**config.mk**
```make
export PLATFORM = sky130hd
export DESIGN_NAME = powerup_ctrl
export DESIGN_NICKNAME = d
export VERILOG_FILES = /design/src/rtl/powerup_ctrl.sv
export SDC_FILE = /design/constraint.sdc
export NUM_CORES = 1
export LEC_CHECK = 0
export CAP_MARGIN = 20
export CORE_MARGIN = 8
export CORE_UTILIZATION = 25
export DETAILED_ROUTE_END_ITERATION = 7
export MAX_ROUTING_LAYER = met4
export PLACE_DENSITY = 0.51
export SLEW_MARGIN = 20
export SYNTH_ARGS = -nofsm -noshare
export SYNTH_HDL_FRONTEND = slang
export SYNTH_SLANG_ARGS = --single-unit
```
**constraint.sdc**
```tcl
create_clock -name frame_clk -period 1.6 [get_ports frame_clk]
set_input_delay 0.4 -clock frame_clk [delete_from_list [all_inputs] [get_ports frame_clk]]
set_output_delay 0.4 -clock frame_clk [all_outputs]
set_load 0.005 [all_outputs]
```
**src/rtl/powerup_ctrl.sv**
```systemverilog
// Power-up controller: one-slot pickup inventory, key-triggered activation,
// and frame-timed speed-boost / wall-phase windows with an embedded-in-wall grace.
module powerup_ctrl #(
  parameter int          SPEED_FRAMES    = 300,
  parameter int          PHASE_FRAMES    = 180,
  parameter int          GRACE_MAX       = 120,
  parameter int          COOLDOWN_FRAMES = 60,
  parameter logic [7:0]  ACT_KEY         = 8'h2C
) (
  input  logic       frame_clk,
  input  logic       Reset_n,
  input  logic [7:0] keycode,
  input  logic       pickup_valid,
  input  logic [1:0] pickup_type,
  input  logic       onWall,
  output logic       speedBoost_active,
  output logic       wallPhase_active,
  output logic [1:0] held_type,
  output logic       pickup_ack,
  output logic       force_respawn,
  output logic [2:0] state,
  output logic [9:0] frames_left
);

  localparam logic [2:0] IDLE     = 3'd0;
  localparam logic [2:0] SPEED    = 3'd1;
  localparam logic [2:0] PHASE    = 3'd2;
  localparam logic [2:0] GRACE    = 3'd3;
  localparam logic [2:0] COOLDOWN = 3'd4;

  localparam logic [1:0] TYPE_NONE  = 2'b00;
  localparam logic [1:0] TYPE_SPEED = 2'b01;
  localparam logic [1:0] TYPE_PHASE = 2'b10;

  localparam logic [9:0] SPEED_LOAD    = 10'(SPEED_FRAMES);
  localparam logic [9:0] PHASE_LOAD    = 10'(PHASE_FRAMES);
  localparam logic [9:0] GRACE_LOAD    = 10'(GRACE_MAX);
  localparam logic [9:0] COOLDOWN_LOAD = 10'(COOLDOWN_FRAMES);

  logic       act_key_now;
  logic       prev_act;
  logic       act_edge;
  logic       activate;
  logic       type_valid;
  logic       pickup_ok;
  logic       expiring;
  logic [9:0] frames_dec;

  logic [2:0] next_state;
  logic [9:0] next_frames;
  logic [1:0] next_held;
  logic       next_respawn;

  assign act_key_now = (keycode == ACT_KEY);
  assign act_edge    = act_key_now && !prev_act;

  // Activation only happens from IDLE with something in the slot.
  assign activate    = (state == IDLE) && act_edge && (held_type != TYPE_NONE);

  // A pickup may refill the slot in the same frame the old contents are consumed.
  assign type_valid  = (pickup_type == TYPE_SPEED) || (pickup_type == TYPE_PHASE);
  assign pickup_ok   = pickup_valid && type_valid &&
                       ((held_type == TYPE_NONE) || activate);

  // Treating 0 as expiry too keeps the counter from ever wrapping.
  assign expiring    = (frames_left <= 10'd1);
  assign frames_dec  = frames_left - 10'd1;

  always_comb begin
    next_state   = state;
    next_frames  = frames_left;
    next_respawn = 1'b0;
    case (state)
      IDLE: begin
        next_frames = 10'd0;
        if (activate) begin
          if (held_type == TYPE_SPEED) begin
            next_state  = SPEED;
            next_frames = SPEED_LOAD;
          end else begin
            next_state  = PHASE;
            next_frames = PHASE_LOAD;
          end
        end
      end
      SPEED: begin
        if (expiring) begin
          next_state  = COOLDOWN;
          next_frames = COOLDOWN_LOAD;
        end else begin
          next_frames = frames_dec;
        end
      end
      PHASE: begin
        if (expiring) begin
          if (onWall) begin
            next_state  = GRACE;
            next_frames = GRACE_LOAD;
          end else begin
            next_state  = COOLDOWN;
            next_frames = COOLDOWN_LOAD;
          end
        end else begin
          next_frames = frames_dec;
        end
      end
      GRACE: begin
        // Leaving the wall ends grace immediately, even on the final frame.
        if (!onWall) begin
          next_state  = COOLDOWN;
          next_frames = COOLDOWN_LOAD;
        end else if (expiring) begin
          next_state   = COOLDOWN;
          next_frames  = COOLDOWN_LOAD;
          next_respawn = 1'b1;
        end else begin
          next_frames = frames_dec;
        end
      end
      COOLDOWN: begin
        if (expiring) begin
          next_state  = IDLE;
          next_frames = 10'd0;
        end else begin
          next_frames = frames_dec;
        end
      end
      default: begin
        next_state  = IDLE;
        next_frames = 10'd0;
      end
    endcase
  end

  always_comb begin
    next_held = held_type;
    if (pickup_ok) begin
      next_held = pickup_type;
    end else if (activate) begin
      next_held = TYPE_NONE;
    end
  end

  // Outputs are registered from next-state values so they line up with state.
  always_ff @(posedge frame_clk or negedge Reset_n) begin
    if (!Reset_n) begin
      state             <= IDLE;
      frames_left       <= 10'd0;
      held_type         <= TYPE_NONE;
      pickup_ack        <= 1'b0;
      force_respawn     <= 1'b0;
      speedBoost_active <= 1'b0;
      wallPhase_active  <= 1'b0;
      prev_act          <= 1'b0;
    end else begin
      state             <= next_state;
      frames_left       <= next_frames;
      held_type         <= next_held;
      pickup_ack        <= pickup_ok;
      force_respawn     <= next_respawn;
      speedBoost_active <= (next_state == SPEED);
      wallPhase_active  <= (next_state == PHASE) || (next_state == GRACE);
      prev_act          <= act_key_now;
    end
  end

endmodule

```
# Word-level counts from Yosys, hierarchy flattened
# Cells that the tools add are included.
[op_classes] add_sub_neg=1 order_cmp=1 n_eq_ne=11 mux=21 reduce_logical=13
[ops] op="one-hot mux 10 bit (5 select lines)" n=1
[ops] op="two-way mux 10 bit" n=4
[ops] op="two-way mux 3 bit" n=6
[ops] op="two-way mux 9 bit" n=2
[ops] op="one-hot mux 3 bit (5 select lines)" n=1
[ops] op="== test 3 x 2 -> 1 bit, second input constant" n=4
[ops] op="<= comparator 10 x 1 -> 1 bit, second input constant" n=1
[ops] op="subtractor 10 x 1 -> 10 bit, second input constant" n=1
[ops] op="== test 8 x 6 -> 1 bit, second input constant" n=1
[ops] op="two-way mux 7 bit" n=1
[ops] op="== test 3 x 1 -> 1 bit, second input constant" n=2
[ops] op="two-way mux 2 bit" n=3
[ops] op="logical AND 1 bit" n=5
[ops] op="== test 2 x 1 -> 1 bit, second input constant" n=2
[ops] op="nonzero test 2 bit" n=2
[ops] op="== test 3 bit, second input constant" n=1
[ops] op="logical NOT 3 bit" n=1
[ops] op="logical OR 1 bit" n=3
[ops] op="two-way mux 1 bit" n=3
[ops] op="== test 2 bit, second input constant" n=1
[ops] op="logical NOT 2 bit" n=1
[ops] op="logical NOT 1 bit" n=1
[word_totals] reg_bits=20 input_bits=14 word_cells=55

# Logic depth before layout (Yosys ltp)
[logic_depth] depth_word=8 depth_mapped=7

# Worst setup path before layout
# Ideal clock, no wire load.
[synth_timing] kind="input port to flip-flop" from="input keycode[4]" to="register speedBoost_active" arrival_time_ps=1667 setup_slack_ps=-135 stages=5 path_buffers=0 cell_sequence="or4b_1 nor3_4 a31oi_1 a21oi_2 and4_1"
[synth_via] elab_chain_cells=7
[synth_rtl] item="start, declared" line="12" source="input logic [7:0] keycode,"
[synth_rtl] item="== test 8 x 6 -> 1 bit" line="54" source="assign act_key_now = (keycode == ACT_KEY);"
[synth_rtl] item="logical AND 1 bit" line="55" source="assign act_edge = act_key_now && !prev_act;"
[synth_rtl] item="logical AND 1 bit (2 in a row)" line="58" source="assign activate = (state == IDLE) && act_edge && (held_type != TYPE_NONE);"
[synth_rtl] item="two-way mux 3 bit" line="76" source="if (activate) begin"
[synth_rtl] item="one-hot mux 3 bit (5 select lines)" line="73" source="case (state)"
[synth_rtl] item="net next_state[0]" line="49" source="logic [2:0] next_state;"
[synth_rtl] item="== test 3 x 1 -> 1 bit" line="161" source="speedBoost_active <= (next_state == SPEED);"
[synth_rtl] item="end signal, assigned" line="161"
[synth_rtl] item="end, declared" line="16" source="output logic speedBoost_active,"
# The timed path passes the listed nets, and every way through them passes these cells.
# A chain may end at the register's enable or synchronous reset.

# Final worst setup path
# Ends and elaborated chain as after synthesis.

==> impl_metrics.yaml <==
critical_path:
  crit_arrival_ns: 1.89
  path_class: "in -> reg"
  crit_required_ns: 1.80
  r2r-start: "frames_left[4]$_DFF_PN0_"
  cp-startpoint: "keycode[4]"
  start_kind: "input port"
  critPathMaxFanout: 4
  critical_path.endpoint_type: "flip-flop"
sta:
  period_needed_ns: 1.693
  rsz0062_at_grt: "yes"
  fin_tns_setup_ns: -0.3360
  setup_viol: 9
  tightestPinTransition_ns: 0.3961
  layout_setup_ws_ns: -0.09308
  post-route-period-util: 1.058
  finalClockSkew_ns: 0.001457
  max_freq_mhz: 590.6
  slew_violations: 0
  hold_violations: 0
  relSlewSlack: 0.7349
global_route:
  met3_usage: 0.02637
  track_usage: 0.1085
  grt_use_met1: 0.1218
  grt_util_met2: 0.1867
  grt_pass1_vias: 1326
  grt_max_degree: 21
  antenna_found_initial: 0
  overflow: 0
  top_usage_layer: "met2"
  grt_pass1_wl_um: 6189
synthesis:
  synth.net_count: 136
  synth_compound_area_frac: 0.1711
  synth_top_family_by_area: "simple AND/OR/NAND/NOR gates"
  synth_area_per_cell_um2: 9.447
  synthMuxAreaShare: 0
  synth-seq-cells: 20
  yosysWarnings: 0
  ys_seq_area_frac: 0.4415
  yosys.area_share.simple: 0.2837
  synthCells: 120
  synthArstFlopShare: 1.000
  synth_fa_ha_area_frac: 0.02208
  synth.distinct_cells: 37
  synthXorXnorAreaFrac: 0.06181
  synthFlopType: "dfrtp_1"
  synth_edf_count: 0
  netlist_area_mm2: 0.001134
layout:
  antenna_cells: 0
  syn2layout_area_growth_pct: 81.90
  fill_cells: 426
  final_net_count: 213
  final_area_mm2: 0.002062
  regArea_um2: 505.5
  multi_input_area_um2: 787.0
  layout.cells.non_filler: 248
  drive_above_1_share: 0.4133
cts:
  cts_root_buf: "clkbuf_8"
  clock_sinks: 20
  cts_tree: "yes"
  h-tree-depth: 1
  cts_buffer_depth: 2
  clkLatencyLatePin_ns: 0.26
  cts_buffers: 3
  clkTransAtPathRegs_ns: 0.08
floorplanning:
  start_util: 0.2603
  dieWidth_um: 83.34
  num_io_pins: 33
  floorplan.rows: 24
  dieArea_mm2: 0.006945
  die_h_um: 83.34
  core_area_mm2: 0.004354
detailed_routing:
  via_per_inst: 4.948
  drc: 0
  first_pass_iters: 4
  drtAntennaViolNets: 0
  via_count: 1227
  initialDrtViolationCount: 41
  wl_per_cell_um: 15.46
  routed_wl_um: 3834
pwr:
  p_int_mw: 0.8132
  combPwrFrac: 0.143
  power_frac_seq: 0.487
  p_switching_mw: 0.2594
  ir_worst_vdd_uv: 269.5
  clkPwrFrac: 0.370
  powerDensity_mw_per_mm2: 520.2
  p_leak_nw: 0.9806
  p_sw_frac: 0.2418
placed_design:
  gp_congestion: 0.8375
  placed_area_mm2: 0.001734
  port_buffers: 32
  dp_hpwl_um: 2641
  dp_cells: 228
flow_run:
  max_cap_violations: 0
run_status:
  status: "finished, violations left"
  violations: "negative setup slack"
min_path:
  hp-class: "in -> async"
[power by group through the flow]
stage	sequential (mW)	combinational (mW)	clock (mW)
floorplan	0.541	0.0220	0
global placement	0.532	0.127	0
detailed placement	0.533	0.130	0
CTS	0.523	0.139	0.410
global route	0.524	0.168	0.434
finish	0.523	0.153	0.397
[per-layer routing]
| layer | share of wire | wire length [µm] |
|---|---|---|
| met5 | 0 | 0 |
| met4 | 0.0076 | 29 |
| met3 | 0.035 | 133 |
| met2 | 0.51 | 1953 |
| met1 | 0.45 | 1716 |
[worst max-delay path, cell delays in order]
cell	delay (ns)
dlygate4sd2_1	0.23
or4b_4	0.51
nor3_4	0.26
a31oi_2	0.13
a21oi_2	0.17
and4_1	0.20
[registers in the layout (all words and copies together), names as in the netlist]
| register | flops |
|---|---|
| frames_left | 10 |
| state | 3 |
| held_type | 2 |
| force_respawn | 1 |
| pickup_ack | 1 |
| prev_act | 1 |
| speedBoost_active | 1 |
| wallPhase_active | 1 |
[layout by cell type, fill, tap and decap left out, types with 4 or more instances in the layout]
| cell type | n |
|---|---|
| buf_4 | 34 |
| buf_6 | 6 |
| clkbuf_8 | 4 |
| clkdlybuf4s15_1 | 5 |
| clkdlybuf4s50_1 | 11 |
| dfrtp_1 | 16 |
| dfrtp_2 | 4 |
| dlygate4sd2_1 | 14 |
| inv_1 | 4 |
| nand2_1 | 10 |
| nand3_1 | 6 |
| nor2_1 | 10 |
| nor2b_1 | 4 |
| nor3_1 | 4 |
| o21ai_1 | 4 |
| o21ai_2 | 4 |
| xor2_1 | 5 |
[layout make-up]
cell class                      count  area share
Multi-Input combinational cell     95      0.3817
Timing Repair Buffer               72      0.3058
Sequential cell                    20      0.2451
Tap cell                           52     0.03155
Clock buffer                        4     0.02670
Inverter                            5    0.009102
[repair_timing]
action	in CTS	in global routing
gates resized for setup	43	25
setup endpoints to repair	28	20
gates cloned	1	0
hold buffers	0	0
pin swaps	14	11
buffers inserted	11	4
[worst paths after layout]
check / end / slack [ns] / cells after the start
worst max-delay path: speedBoost_active$_DFF_PN0_ / -0.09 / 6
worst min-delay path: frames_left[1]$_DFF_PN0_ / 0.48 / 2
worst max register to register: speedBoost_active$_DFF_PN0_ / -0.09 / 6
worst min register to register: frames_left[0]$_DFF_PN0_ / 0.62 / 2
max in group asynchronous: state[0]$_DFF_PN0_ / 0.88 / 2
min in group frame_clk: prev_act$_DFF_PN0_ / 0.52 / 3
[cells by family after synthesis]
kind of cell / Yosys count
compound gates: 27
xor+xnor: 8
fa+ha+maj: 2
buf+inv: 6
flops: 20
simple gates: 57
[through the flow]
| stage | setup WS, ns | total power, mW | hold slack (ns) | utilization |
|---|---|---|---|---|
| 6_report | -0.09308 | 1.073 | 0.4832 | 0.4736 |
| 5_1_grt | -0.1447 | 1.126 | 0.5116 | 0.4736 |
| 4_1_cts | -0.09535 | 1.072 | 0.4874 | 0.4460 |
| 3_5_place_dp | -0.5497 | 0.6626 | 0.5758 | 0.3983 |
| 3_3_place_gp | -0.5405 | 0.6596 | 0.5570 | 0.3983 |
| 2_1_floorplan | -0.06501 | 0.5633 | 0.1044 | - |
[Yosys cell counts (all sizes together), types with 2 or more instances]
master | n | share of area
nor3 | 5 | 0.032
dfrtp | 20 | 0.44
nor2 | 10 | 0.033
and3 | 2 | 0.011
o211ai | 2 | 0.013
nand3 | 9 | 0.040
a22o | 2 | 0.015
and2 | 2 | 0.011
nor3b | 2 | 0.013
a21oi | 3 | 0.017
xor2 | 5 | 0.039
xnor2 | 3 | 0.023
nor2b | 4 | 0.022
ha | 2 | 0.022
inv | 5 | 0.017
nor4 | 2 | 0.024
nand2 | 15 | 0.050
a21o | 2 | 0.013
o21ai | 10 | 0.044
Note: power is estimated with default switching activity, not from simulation.
